==> config.mk <==
export PLATFORM = sky130hd
export DESIGN_NAME = cdb_arbiter
export DESIGN_NICKNAME = d
export VERILOG_FILES = /design/src/rtl/cdb_arbiter.sv
export SDC_FILE = /design/constraint.sdc
export NUM_CORES = 1
export LEC_CHECK = 0
export CORE_ASPECT_RATIO = 0.5
export CORE_MARGIN = 5
export CORE_UTILIZATION = 48
export DETAILED_ROUTE_END_ITERATION = 10
export PLACE_DENSITY = 0.87
export RECOVER_POWER = 25
export SLEW_MARGIN = 20
export SYNTH_ARGS = -nofsm -noshare
export SYNTH_HDL_FRONTEND = slang
export SYNTH_SLANG_ARGS = --single-unit
==> constraint.sdc <==
create_clock -name clock -period 15.35 [get_ports clock]
set_input_delay 3.8375 -clock clock [delete_from_list [all_inputs] [get_ports clock]]
set_output_delay 3.8375 -clock clock [all_outputs]
set_load 0.1 [all_outputs]
==> src/rtl/cdb_arbiter.sv <==
// Common data bus arbiter: rotating round-robin grant of up to N_CDB
// completing FU results, broadcast from a register one cycle later.
module cdb_arbiter #(
    parameter int N_REQ    = 4,
    parameter int N_CDB    = 2,
    parameter int TAG_BITS = 6,
    parameter int XLEN     = 32,
    localparam int PW      = (N_REQ > 1) ? $clog2(N_REQ) : 1,
    localparam int CW      = $clog2(N_CDB) + 1
) (
    input  logic                               clock,
    input  logic                               reset,
    input  logic [N_REQ-1:0]                   req_valid,
    input  logic [N_REQ-1:0][TAG_BITS-1:0]     req_tag,
    input  logic [N_REQ-1:0][XLEN-1:0]         req_data,
    output logic [N_REQ-1:0]                   req_grant,
    input  logic                               cdb_stall,
    input  logic                               flush,
    output logic [N_CDB-1:0]                   cdb_valid,
    output logic [N_CDB-1:0][TAG_BITS-1:0]     cdb_tag,
    output logic [N_CDB-1:0][XLEN-1:0]         cdb_data,
    output logic [CW-1:0]                      grant_count,
    output logic [PW-1:0]                      rr_ptr
);

    logic [N_REQ-1:0] eligible;
    logic [PW:0]      scan;
    logic [PW-1:0]    idx;
    logic [PW-1:0]    last_idx;
    logic [PW-1:0]    ptr_next;
    logic [CW-1:0]    cnt;
    logic [N_CDB-1:0] slot_hit;
    logic [PW-1:0]    slot_sel [N_CDB];

    always_comb begin
        for (int i = 0; i < N_REQ; i++) begin
            eligible[i] = req_valid[i] && (req_tag[i] != '0);
        end
    end

    // Scan from rr_ptr with explicit wrap so non-power-of-two N_REQ works.
    always_comb begin
        req_grant = '0;
        cnt       = '0;
        scan      = '0;
        idx       = '0;
        last_idx  = rr_ptr;
        slot_hit  = '0;
        for (int k = 0; k < N_CDB; k++) begin
            slot_sel[k] = '0;
        end
        if (!reset && !flush && !cdb_stall) begin
            for (int j = 0; j < N_REQ; j++) begin
                scan = {1'b0, rr_ptr} + (PW+1)'(j);
                if (scan >= (PW+1)'(N_REQ)) begin
                    scan = scan - (PW+1)'(N_REQ);
                end
                idx = scan[PW-1:0];
                if (eligible[idx] && cnt < CW'(N_CDB)) begin
                    req_grant[idx] = 1'b1;
                    for (int k = 0; k < N_CDB; k++) begin
                        if (cnt == CW'(k)) begin
                            slot_hit[k] = 1'b1;
                            slot_sel[k] = idx;
                        end
                    end
                    last_idx = idx;
                    cnt      = cnt + CW'(1);
                end
            end
        end
    end

    assign grant_count = cnt;

    always_comb begin
        if (last_idx == PW'(N_REQ - 1)) begin
            ptr_next = '0;
        end else begin
            ptr_next = last_idx + PW'(1);
        end
    end

    always_ff @(posedge clock) begin
        if (reset || flush) begin
            cdb_valid <= '0;
            cdb_tag   <= '0;
            cdb_data  <= '0;
            rr_ptr    <= '0;
        end else if (!cdb_stall) begin
            // Empty slots are zeroed so each broadcast lasts one cycle.
            for (int k = 0; k < N_CDB; k++) begin
                cdb_valid[k] <= slot_hit[k];
                cdb_tag[k]   <= slot_hit[k] ? req_tag[slot_sel[k]] : '0;
                cdb_data[k]  <= slot_hit[k] ? req_data[slot_sel[k]] : '0;
            end
            if (cnt != '0) begin
                rr_ptr <= ptr_next;
            end
        end
    end

endmodule

==> results.tsv <==
stage	metric	value	unit
status	status	finished clean	
synthesis	synth-seq-cells	80	
routing	drtAntennaViolNets	0	
die	core_area	0.0126	mm2
routing	wl_met2	11300	um
global_route	grt_usage	0.283	
setup_path	crit_slowest_cell	clkdlybuf4s50_1	
synthesis	syn_inst	718	
synthesis	synth-warning-count	0	
pwr	ir_drop	0.125	mV
global_route	grt_max_degree	116	
cts	ctsHoldBuffers	0	
synthesis	yosysTopAreaCell	dfxtp_1	
pwr	leakage	3.93	nW
die	dieHeight	90.3	um
layout	drive_above_1_share	0.0772	
global_route	grt_pass1_vias	6751	
pwr	p_per_area	135	mW/mm2
global_route	overflow	0	
synthesis	ys.flop_type	dfxtp_1	
synthesis	synth_top_cell_area_share	0.259	
setup_path	critPathBufInv	2	
setup_path	critPathTopFamily	buffers and inverters	
setup_path	critical_path_required	11510	ps
routing	vias	6905	
layout	final_nets	1090	
sta	max_slew_margin	0.301	
setup_path	cp-end-kind	output pin	
sta	tns	0	ps
synthesis	synth_nets	893	
die	die_w	171	um
flow_run	drv_cap	0	
layout	n_fill_cell	995	
cts	cts_buffers	9	
setup_path	worstPathArrival	8790	ps
layout	n_antenna_cell	0	
sta	max_freq	79.2	MHz
layout	area_growth	44.1	%
cts	clock_path_buffers	2	
sta	final_max_slew_viol_count	0	
hold_path	worstHoldPathType	reg -> reg	
cts	clock-sinks	80	
placement	portBuffers	245	
placement	dp_hpwl	15800	um
sta	clock_skew	7.49	ps
cts	clk_pin_slew	70	ps
pwr	total_power	1.21	mW
synthesis	synth.yosys.seq_area_share	0.259	
cts	clockRootBuffer	clkbuf_16	
setup_path	start_kind	input pin	
synthesis	synth_common_cells	127 x nand2_1, 119 x mux2i_1, 80 x dfxtp_1, 49 x a21oi_1, 49 x nor2_1	
routing	wirelength	22700	um
sta	setup_viol	0	
die	die_area	0.0154	mm2
synthesis	synth_edf_count	0	
cts	clkLatencyLatePin	340	ps
routing	firstDrtPassIters	5	
routing	wl_met3	1170	um
synthesis	netlist_area	0.00619	mm2
die	initial_core_util	0.490	
synthesis	yosysUniqueCellTypes	58	
routing	highest_layer	met4	
pwr	power_frac_seq	0.214	
cts	post_cts_buffers	0	
routing	drc	0	
setup_path	criticalPathCategory	in -> out	
setup_path	crit_chain	clkdlybuf4s50_1, or4_4, o311ai_0, a31oi_1, ha_1, nor2_1, xnor2_1, ha_1, nand3_1, o31ai_1, clkdlybuf4s50_1	
placement	place_congestion	0.912	
die	rows	29	
global_route	grt_antenna_before_repair	0	
sta	fin_crit_sh	0.823	
routing	first_iter_violations	479	
synthesis	async_flop_share	0	
pwr	switching_share	0.523	
synthesis	yosys-top-cells-area	dfxtp_1 26%, mux2i_1 19%, nand2_1 7.7%	
synthesis	yosysMostFrequentCell	nand2_1	
sta	hold_violations	0	
sta	min_period	12630	ps
pwr	p_clk_frac	0.184	
pwr	comb_power_share	0.602	
cts	htreeDepth	3	
setup_path	slowest_delay	1200	ps
sta	worst_pin_slew	1040	ps
sta	rsz0062_at_grt	no	
routing	viasPerCell	6.33	
cts	tritoncts	built	
routing	drt-met1-wl	9090	um
cts	cts_resized	0	
global_route	grt_first_pass_wirelength	35900	um
pwr	p_sw	630	uW
routing	wl_per_cell	20.8	um
die	ios	246	
synthesis	syn_area_per_cell	8.62	um2
setup_path	crit_fanout	9	
pwr	p_int	576	uW
[final timing paths]
path	cells past startpoint	slack (ps)	to	from
setup / recovery	11	2720	grant_count[1]	req_tag[8]
hold / removal	1	450	cdb_valid[1]$_SDFFE_PP0N_	cdb_valid[1]$_SDFFE_PP0N_
setup reg to reg	13	9300	cdb_data[43]$_SDFFE_PP0N_	rr_ptr[1]$_SDFFE_PP0P_
hold reg to reg	1	450	cdb_valid[1]$_SDFFE_PP0N_	cdb_valid[1]$_SDFFE_PP0N_
[kinds of logic after synthesis]
| kind of cell | Yosys count | share of synthesized area |
|---|---|---|
| and+or+nand+nor | 199 | 0.131 |
| AOI/OAI and AO/OA | 220 | 0.305 |
| muxes | 123 | 0.207 |
| DFF | 80 | 0.259 |
| adders and majority gates | 15 | 0.0303 |
| xor gates and xnor gates | 2 | 0.00506 |
| buffers and inverters | 79 | 0.0635 |
[flip-flops by register name, indices dropped and copies added (netlist names)]
name	cells
cdb_valid	2
cdb_data	64
rr_ptr	2
cdb_tag	12
[power by group through the flow]
stage	combinational (mW)	clock, mW	sequential, mW
2_1_floorplan	0.337	0	0.458
3_3_place_gp	0.716	0	0.261
3_5_place_dp	0.724	0	0.263
4_1_cts	0.727	0.225	0.259
5_1_grt	0.763	0.234	0.262
6_report	0.726	0.222	0.258
[metal layers]
layer / vias up / GRT usage
li1: 3192 / -
met1: 3335 / 0.343
met2: 299 / 0.488
met3: 79 / 0.0459
met4: 0 / 0.138
met5: - / 0
[cells in the final DEF, fill, tap and decap left out, drive strengths merged, types with 4 or more instances in the layout]
| cell type | instances |
|---|---|
| a21oi | 51 |
| a221oi | 43 |
| a222oi | 4 |
| a311oi | 38 |
| a31oi | 6 |
| buf | 11 |
| clkbuf | 9 |
| clkdlybuf4s50 | 204 |
| dfxtp | 80 |
| dlygate4sd3 | 41 |
| ha | 15 |
| inv | 10 |
| mux2i | 119 |
| mux4 | 4 |
| nand2 | 127 |
| nor2 | 49 |
| o211ai | 4 |
| o21ai | 6 |
| o221ai | 40 |
| o31a | 4 |
| o31ai | 5 |
| or4 | 4 |
[worst reg2reg max path: stages (launching register included)]
cell and delay [ps]:
dfxtp_1 700, inv_1 320, ha_1 550, inv_1 200
mux4_2 450, ha_1 360, clkinv_1 240, nand2_1 120
nor3_1 300, o21ba_2 890, a211o_4 530, buf_4 730
mux2i_1 220, a311oi_1 340
[per-stage QoR]
| stage | setup WS, ps | area, um2 | hold WS, ps | std cells | utilization |
|---|---|---|---|---|---|
| after floorplan | 3210 | 6190 | 918 | 718 | - |
| after global placement | 2850 | 8610 | 433 | 1074 | 0.682 |
| after detailed placement | 2780 | 8610 | 441 | 1074 | 0.682 |
| after CTS | 2790 | 8910 | 456 | 1090 | 0.706 |
| after global routing | 2430 | 8910 | 487 | 1090 | 0.706 |
| final | 2720 | 8910 | 450 | 1090 | 0.706 |
[layout make-up]
| cell class | instances | area (um2) | share of cell area |
|---|---|---|---|
| clock buffers | 9 | 225 | 0.0253 |
| clock inverters | 7 | 78.8 | 0.00884 |
| inverters | 9 | 33.8 | 0.00379 |
| multi-input cells | 559 | 4220 | 0.474 |
| flip-flops and latches | 80 | 1600 | 0.180 |
| well taps | 170 | 213 | 0.0239 |
| repair buffers | 256 | 2540 | 0.285 |
Power figures use the tool's default switching activity.
